--- src/rtl/tv_code_player_pkg.sv ---
// tv_code_player_pkg: shared states, ROM entry layout constants and helpers for the TV-code player
package tv_code_player_pkg;
  typedef enum logic [3:0] {
    IDLE, HDR_H, HDR_N, FETCH0, FETCH1, FETCH2, FETCH3, MARK, SPACE, GAP
  } state_t;
  localparam int HDR_H_OFS = 0;
  localparam int HDR_N_OFS = 1;
  localparam int HDR_BYTES = HDR_N_OFS + 1;
  localparam int PAIR_BYTES = 4;
  localparam logic [7:0] END_OF_TABLE = 8'h00;
  function automatic int entry_bytes(input int pairs);
    return HDR_BYTES + pairs * PAIR_BYTES;
  endfunction
endpackage

--- src/rtl/tv_code_tick.sv ---
// tv_code_tick: duration timer; ports clk/rst_n, load+ticks restart it, count advances it, expire flags the last clock
module tv_code_tick #(
  parameter int TICK_CYCLES = 10
) (
  input  logic        clk,
  input  logic        rst_n,
  input  logic        load,
  input  logic        count,
  input  logic [15:0] ticks,
  output logic        expire
);
  localparam int PW = TICK_CYCLES > 1 ? $clog2(TICK_CYCLES) : 1;
  localparam logic [PW-1:0] LAST = PW'(TICK_CYCLES - 1);
  logic [PW-1:0] pre;
  logic [15:0] rem;
  logic tick_end;
  assign tick_end = pre == LAST;
  assign expire = count && tick_end && rem == 16'd1;
  always_ff @(posedge clk or negedge rst_n) begin
    if (!rst_n) begin
      pre <= '0;
      rem <= '0;
    end else if (load) begin
      pre <= '0;
      rem <= ticks;
    end else if (count) begin
      pre <= tick_end ? '0 : pre + 1'b1;
      rem <= tick_end ? rem - 1'b1 : rem;
    end
  end
endmodule

--- src/rtl/tv_code_player.sv ---
// tv_code_player: walks the TV-code ROM and plays each entry as carrier-modulated IR bursts; ports start/stop control, rom_* bus, ir_out/busy/done/error/code_index status
module tv_code_player
  import tv_code_player_pkg::*;
#(
  parameter int ADDRESS_BITS = 13,
  parameter int TICK_CYCLES = 10,
  parameter int GAP_TICKS = 25000
) (
  input  logic                    clk,
  input  logic                    rst_n,
  input  logic                    start,
  input  logic                    stop,
  output logic [ADDRESS_BITS-1:0] rom_address,
  input  logic [7:0]              rom_data,
  input  logic                    rom_overflow,
  output logic                    ir_out,
  output logic                    busy,
  output logic                    done,
  output logic                    error,
  output logic [7:0]              code_index
);
  state_t state, next, after_mark, after_space;
  logic [7:0] h, n, cc;
  logic [15:0] on, off, off_v, load_val;
  logic fetch_st, accept, ovf, done_n, load, count, expire;
  tv_code_tick #(.TICK_CYCLES(TICK_CYCLES)) u_tick (
    .clk(clk), .rst_n(rst_n), .load(load), .count(count), .ticks(load_val), .expire(expire)
  );
  assign count = state inside {MARK, SPACE, GAP};
  always_comb begin
    fetch_st = state inside {HDR_H, HDR_N, FETCH0, FETCH1, FETCH2, FETCH3};
    // off_lo is still on the bus during FETCH3, so the skip decision uses it directly
    off_v = state == FETCH3 ? {off[15:8], rom_data} : off;
    after_space = n != 8'd0 ? FETCH0 : (GAP_TICKS == 0 ? HDR_H : GAP);
    after_mark = off_v != 16'd0 ? SPACE : after_space;
    accept = 1'b0;
    ovf = 1'b0;
    done_n = 1'b0;
    next = state;
    if (stop) next = IDLE;
    else if (fetch_st && rom_overflow) begin
      ovf = 1'b1;
      done_n = 1'b1;
      next = IDLE;
    end else begin
      case (state)
        IDLE: begin
          accept = start;
          next = start ? HDR_H : IDLE;
        end
        HDR_H: next = HDR_N;
        HDR_N: begin
          done_n = rom_data == END_OF_TABLE;
          next = done_n ? IDLE : FETCH0;
        end
        FETCH0: next = FETCH1;
        FETCH1: next = FETCH2;
        FETCH2: next = FETCH3;
        FETCH3: next = on != 16'd0 ? MARK : after_mark;
        MARK: next = expire ? after_mark : MARK;
        SPACE: next = expire ? after_space : SPACE;
        GAP: next = expire ? HDR_H : GAP;
        default: next = IDLE;
      endcase
    end
    load = next != state && next inside {MARK, SPACE, GAP};
    load_val = next == MARK ? on : next == SPACE ? off_v : 16'(GAP_TICKS);
  end
  always_ff @(posedge clk or negedge rst_n) begin
    if (!rst_n) begin
      state <= IDLE;
      rom_address <= '0;
      ir_out <= 1'b0;
      busy <= 1'b0;
      done <= 1'b0;
      error <= 1'b0;
      code_index <= '0;
      h <= '0;
      n <= '0;
      cc <= '0;
      on <= '0;
      off <= '0;
    end else begin
      state <= next;
      busy <= next != IDLE;
      done <= done_n;
      error <= accept ? 1'b0 : error | ovf;
      rom_address <= accept ? ADDRESS_BITS'(HDR_H_OFS) :
                     (fetch_st && !stop && !rom_overflow) ? rom_address + 1'b1 : rom_address;
      code_index <= accept ? 8'd0 : (state == HDR_N && next == FETCH0) ? code_index + 8'd1 : code_index;
      h <= state == HDR_H ? rom_data : h;
      n <= state == HDR_N ? rom_data : state == FETCH0 ? n - 8'd1 : n;
      on[15:8] <= state == FETCH0 ? rom_data : on[15:8];
      on[7:0] <= state == FETCH1 ? rom_data : on[7:0];
      off[15:8] <= state == FETCH2 ? rom_data : off[15:8];
      off[7:0] <= state == FETCH3 ? rom_data : off[7:0];
      // cc counts clocks already shown in the current carrier phase; restarts on MARK entry
      cc <= state != MARK ? 8'd1 : cc == h ? 8'd1 : cc + 8'd1;
      ir_out <= next != MARK ? 1'b0 : state != MARK ? 1'b1 : h == 8'd0 ? 1'b1 :
                cc == h ? ~ir_out : ir_out;
    end
  end
endmodule

--- config.mk ---
export PLATFORM = sky130hd
export DESIGN_NAME = tv_code_player
export DESIGN_NICKNAME = d
export VERILOG_FILES = /design/src/rtl/tv_code_player_pkg.sv /design/src/rtl/tv_code_tick.sv /design/src/rtl/tv_code_player.sv
export SDC_FILE = /design/constraint.sdc
export NUM_CORES = 1
export LEC_CHECK = 0
export BUFFER_PORTS_ARGS = -buffer_cell sky130_fd_sc_hd__buf_2
export CORE_ASPECT_RATIO = 0.75
export CORE_MARGIN = 5
export CORE_UTILIZATION = 40
export CTS_CLUSTER_DIAMETER = 200
export DETAILED_ROUTE_END_ITERATION = 8
export PLACE_DENSITY = 0.56
export SETUP_SLACK_MARGIN = 0.4
export SLEW_MARGIN = 5
export SYNTH_ARGS = -nofsm -noshare
export SYNTH_HDL_FRONTEND = slang
export SYNTH_SLANG_ARGS = --single-unit
--- constraint.sdc ---
create_clock -name clk -period 3.3 [get_ports clk]
set_input_delay 0.66 -clock clk [delete_from_list [all_inputs] [get_ports clk]]
set_output_delay 0.66 -clock clk [all_outputs]
set_load 0.01 [all_outputs]
=== After elaboration in Yosys (flattened, before gate mapping) ===
Index checks and enable logic that the tools add are counted.

* Bits in read-only memories: 0
* Bits in writable memories: 0
* Logic and storage cells: 110
* Memories kept: 0
* Bits in registers: 105
* Input port bits: 13
* Bits in latches: 0
* Output and inout bits: 25

* $mul: 0
* Shift-type cells: 0
* Magnitude comparators: 0
* Muxes and demuxes: 41
* Bitwise logic cells: 2
* Add/sub/neg operators: 6
* Reduce and logical (&&, ||, !) cells: 26
* Equal/unequal tests: 19
* Divide/modulo/power cells: 0

{| class="wikitable"
|+ Operators with widths
! operator !! count
|-
| 16-bit 2-to-1 mux || 5
|-
| 8-bit 2-to-1 mux || 7
|-
| 4-bit 2-to-1 mux || 11
|-
| 4-bit one-hot mux with 10 select lines || 1
|-
| 16-bit nonzero test || 2
|-
| 13-bit 2-to-1 mux || 2
|-
| 4-bit by 3-bit equality test with 1-bit output (second input constant) || 5
|-
| 4-bit equality test (second input constant) || 5
|-
| 8-bit by 1-bit adder with 8-bit output (second input constant) || 2
|-
| 16-bit by 1-bit equality test with 1-bit output (second input constant) || 1
|-
| 8-bit logical NOT || 2
|-
| 16-bit by 1-bit subtractor with 16-bit output (second input constant) || 1
|-
| 1-bit 2-to-1 mux || 14
|-
| 13-bit by 1-bit adder with 13-bit output (second input constant) || 1
|-
| 4-bit by 2-bit equality test with 1-bit output (second input constant) || 3
|-
| 2-bit nonzero test || 5
|-
| 8-bit equality test || 1
|-
| 4-bit by 3-bit inequality test with 1-bit output (second input constant) || 2
|-
| 4-bit nonzero test || 2
|-
| 8-bit nonzero test || 1
|-
| 8-bit by 1-bit subtractor with 8-bit output (second input constant) || 1
|-
| 1-bit logical AND || 7
|-
| 3-bit nonzero test || 2
|-
| 6-bit nonzero test || 1
|-
| 9 further kinds || 10
|}

=== Logic depth before layout (Yosys ltp) ===
* Word-level depth: 13
* Depth in mapped cells: 12
* Depth with buffers taken out: 10

=== Modules after synthesis ===
From an unflattened synthesis, not the netlist that was laid out.

* Cell total of the unflattened synthesis: 602
* Area, all modules: 5744.3 um2

{| class="wikitable"
|+ Modules (own cells, without submodules)
! module !! area each (um2) !! sequential area each (um2) !! cells an instance !! instances
|-
| tv_code_player || 4523.1 || 2127.0 || 467 || 1
|-
| tv_code_tick || 1221.2 || 500.5 || 135 || 1
|}

=== Least setup slack after synthesis ===
OpenSTA, ideal clock, no wires.

* Kind: reg-to-reg
* From: register u_tick.rem[8]
* To: register u_tick.rem[0]
* Path slack: 0.712 ns
* Arrival time: 2.460 ns
* Required time: 3.172 ns
* Stages on the path, launching flop included: 11
* Path through: dfrtp_1 -> or4_1 -> buf_2 -> nand4b_4 -> or2_1 -> a32oi_1 -> nor3_1 -> and3_4 -> o221a_4 -> buf_6 -> mux2i_1

* Word-level cells in the longest chain between the ends: 11
* Elaborated cells on any way between the ends: 20
* Classes of those cells: eq/ne: 5; mux: 9; reduce/logical: 6

{| class="wikitable"
|+ RTL lines
! item !! line !! source
|-
| start, declared || tv_code_tick.sv:15 || <nowiki>logic [15:0] rem;</nowiki>
|-
| start signal, assigned || tv_code_tick.sv:25 || <nowiki>rem <= ticks;</nowiki>
|-
| start signal, assigned || tv_code_tick.sv:28 || <nowiki>rem <= tick_end ? rem - 1'b1 : rem;</nowiki>
|-
| 16-bit by 1-bit equality test with 1-bit output (*) || tv_code_tick.sv:18 || <nowiki>assign expire = count && tick_end && rem == 16'd1;</nowiki>
|-
| 1-bit logical AND (*) || tv_code_tick.sv:18 ||
|-
| 4-bit 2-to-1 mux (on tied branches) || tv_code_player.sv:61, tv_code_player.sv:60 ||
|-
| 4-bit one-hot mux with 10 select lines (*) || tv_code_player.sv:46 || <nowiki>case (state)</nowiki>
|-
| 4-bit 2-to-1 mux (*) || tv_code_player.sv:41 || <nowiki>else if (fetch_st && rom_overflow) begin</nowiki>
|-
| 4-bit 2-to-1 mux (*) || tv_code_player.sv:40 || <nowiki>if (stop) next = IDLE;</nowiki>
|-
| named net next[2] || tv_code_player.sv:22 || <nowiki>state_t state, next, after_mark, after_space;</nowiki>
|-
| 4-bit by 3-bit equality test with 1-bit output (tied with other cells) || tv_code_player.sv:66, tv_code_player.sv:67 ||
|-
| 3-bit nonzero test || tv_code_player.sv:66 || <nowiki>load = next != state && next inside {MARK, SPACE, GAP};</nowiki>
|-
| 1-bit logical AND || tv_code_player.sv:66 ||
|-
| 2-bit nonzero test (no line) || -- ||
|-
| 2-bit AND reduction (no line) || -- ||
|}

The timed path passes the listed nets; every way through them passes the cells marked *.
A chain may end at the register's enable or synchronous reset.

=== Worst setup path after layout ===
* From: register u_tick.rem[8]
* To: register u_tick.rem[15]

Same word-level chain as after synthesis.

==> results_dict.tcl <==
set metrics [dict create \
    status "completed" \
    finalNetCount 586 \
    numCtsBuffers 9 \
    slowest_stage "or4_4" \
    avgSynthCellArea_um2 10.64 \
    grt_pass1_vias 4125 \
    cts_root_buf "clkbuf_16" \
    slew_viol_final 0 \
    setup.worst_path.end_class "flip-flop" \
    core_um2 13560 \
    cellLeakagePower_nw 2.778 \
    drive_gt1_share_pct 24.91 \
    r2r_end "u_tick.rem[15]" \
    cts_buffer_depth 2 \
    grt_overflow 0 \
    start_util_pct 40.38 \
    synthCells 515 \
    die_h_um 111.3 \
    async_flop_share_pct 100.0 \
    mostFrequentLayoutCells "105 x dfrtp_1, 55 x nor2_1, 40 x mux2_2" \
    ys_seq_elements 105 \
    cap_violations 0 \
    required_ps 3520 \
    synth_flop_cell "dfrtp_1" \
    worstPathMaxFanout 5 \
    clk_pin_slew_ps 70 \
    synth_compound_area_share_pct 9.000 \
    grt_usage_pct 17.77 \
    seq_area_frac_synth_pct 47.97 \
    max_clock_freq_mhz 351.4 \
    dr.pass1.iters 5 \
    hold_path.class "in -> async" \
    dieArea_um2 16160 \
    layout_commonest_cell "dfrtp_1" \
    hpwlAfterDp_um 10130 \
    grt_pass1_wl_um 23220 \
    synth_xor_area_share_pct 7.835 \
    peakVddDrop_mv 0.4093 \
    worst_slew_pin_slew_ps 821.7 \
    tritoncts "yes" \
    synth_top_family_by_area "simple AND/OR/NAND/NOR gates" \
    synth_area_um2 5478 \
    drt_iter0_drc 272 \
    hold_slack_ps 345.0 \
    synth_fa_ha_area_share_pct 1.827 \
    ant_nets 0 \
    rrSetupSlack_ps 450 \
    synthSimpleGateAreaFrac_pct 19.12 \
    synth_edf_count 0 \
    synth_warnings 0 \
    insertion_delay_ps 350 \
    power_density_nw_per_um2 626.3 \
    synthMuxAreaShare_pct 11.88 \
    totalWireLength_um 14500 \
    clock_sinks 105 \
    wl_per_cell_um 19.46 \
    grt_max_degree 58 \
    vias 4295 \
    worstPathArrival_ps 3060 \
    hold_viol_final 0 \
    htree_levels 3 \
    slew_headroom_pct 45.18 \
    worst_clock_skew_ps 14.54 \
    rsz0062_at_grt "no" \
    r2r_cells 8 \
    route.detailed.drc 0 \
    fin_setup_tns_ps 0 \
    die_w_um 145.1 \
    antenna_found_initial 0 \
    gp_congestion 0.8874 \
    cpPeakStageDelay_ps 580 \
    fin_crit_sh_pct 86.24 \
    r2r_start "u_tick.rem[8]" \
    num_rows 37 \
    areaGrowthSynthToFinish_pct 17.77 \
    n_antenna_cell 0 \
    setup_violations 0 \
    vias_per_cell 5.765 \
    syn_nets 536 \
    io_buffers 37 \
    path_cells "or4_4 > and4b_2 > a21oi_1 > a41oi_2 > mux2i_2 > o21ai_4 > o221a_4 > mux2i_1" \
    criticalPathCategory "reg -> reg" \
    min_period_ps 2846 \
    synthDistinctLibCells 59 \
    cp-start-kind "flip-flop" \
    post_dp_cell_area_um2 5934 \
    ios 38 \
    design_area_um2 6451 \
]
## where the power goes
part / total (mW) / switching [mW] / leakage (nW) / internal (mW)
logic: 0.900 / 0.457 / 1.32 / 0.444
registers: 1.91 / 0.325 / 1.29 / 1.59
clock network: 1.23 / 0.539 / 0.168 / 0.690
## flip-flops by register name (all words and copies together), names as in the netlist
| register | cells |
|---|---|
| off | 16 |
| ir_out | 1 |
| u_tick.rem | 16 |
| code_index | 8 |
| done | 1 |
| busy | 1 |
| u_tick.pre | 4 |
| h | 8 |
| n | 8 |
| rom_address | 13 |
| cc | 8 |
| state | 4 |
| error | 1 |
| on | 16 |
## repair_timing
item                       in CTS  in global routing
resized for setup               5                 19
cloned                          2                  1
hold buffers                    0                  0
setup endpoints to repair      20                 21
buffers inserted                0                  1
pin swaps                       1                  2
## cell type report
| class | instances | area [µm²] |
|---|---|---|
| fillers | 1235 | 7113 |
| multi-input cells | 384 | 2889 |
| flip-flops and latches | 105 | 2628 |
| repair buffers | 54 | 327.8 |
| clock buffers | 9 | 225.2 |
| well taps | 175 | 219.0 |
| clock inverters | 7 | 121.4 |
| inverters | 11 | 41.29 |
## stage by stage
stage / setup WS, ps / total power [mW] / utilization, % / instances
detailed placement: 146.0 / 2.773 / 43.75 / 725
finish: 454.2 / 4.040 / 47.56 / 745
CTS: 392.7 / 4.028 / 46.69 / 743
global placement: 174.2 / 2.753 / 43.75 / 725
floorplan: 712.1 / 2.446 / - / 515
global route: 374.7 / 4.262 / 47.56 / 745
## worst max-delay path, delay by kind of cell, from the launching register on
| kind | cells | cell delay (ps) |
|---|---|---|
| simple gates | 2 | 920 |
| flops | 1 | 410 |
| compound gates | 4 | 870 |
| mux | 2 | 500 |
## metal layers
metal	vias to the layer above	track usage [%]	wire length [µm]
met1	2182	27.98	7113
li1	1983	-	-
met4	0	3.729	148
met5	-	0	0
met3	13	3.173	774
met2	117	25.52	6463
## how the worst max path moves through the flow
stage                           to          start  slack (ps)  cells after the start
global placement     u_tick.rem[0]    rom_data[6]         170                      9
floorplan            u_tick.rem[0]  u_tick.rem[8]         710                     10
CTS                  u_tick.rem[8]  u_tick.rem[8]         390                      8
global route        u_tick.rem[14]         on[11]         370                      8
detailed placement   u_tick.rem[5]    rom_data[6]         150                      9
finish              u_tick.rem[15]  u_tick.rem[8]         450                      8
## kinds of logic after synthesis
logic type,after synthesis
xor+xnor,49
compound gates,73
buf+inv,29
fa+ha+maj,8
flops,105
mux,60
simple gates,191
## cell usage after synthesis (all sizes together) (4+ instances only)
| cell | count | share of area (%) |
|---|---|---|
| mux2 | 40 | 8.2 |
| nand4 | 10 | 1.1 |
| mux2i | 20 | 3.7 |
| nor2 | 56 | 3.8 |
| and2 | 7 | 0.80 |
| a22oi | 13 | 1.8 |
| xor2 | 23 | 3.7 |
| inv | 11 | 0.75 |
| ha | 8 | 1.8 |
| nor4 | 14 | 1.8 |
| xnor2 | 26 | 4.2 |
| or4 | 7 | 0.96 |
| nor3b | 4 | 0.55 |
| a21oi | 17 | 1.6 |
| clkbuf | 10 | 0.71 |
| o21ai | 15 | 1.4 |
| dfrtp | 105 | 48 |
| o22ai | 9 | 1.0 |
| nor2b | 4 | 0.46 |
| nor3 | 19 | 1.7 |
| nand3 | 21 | 1.9 |
| and3 | 9 | 1.1 |
| buf | 8 | 0.91 |
| nand2 | 18 | 1.2 |
| nand2b | 5 | 0.71 |
(Power assumes the default switching activity.)
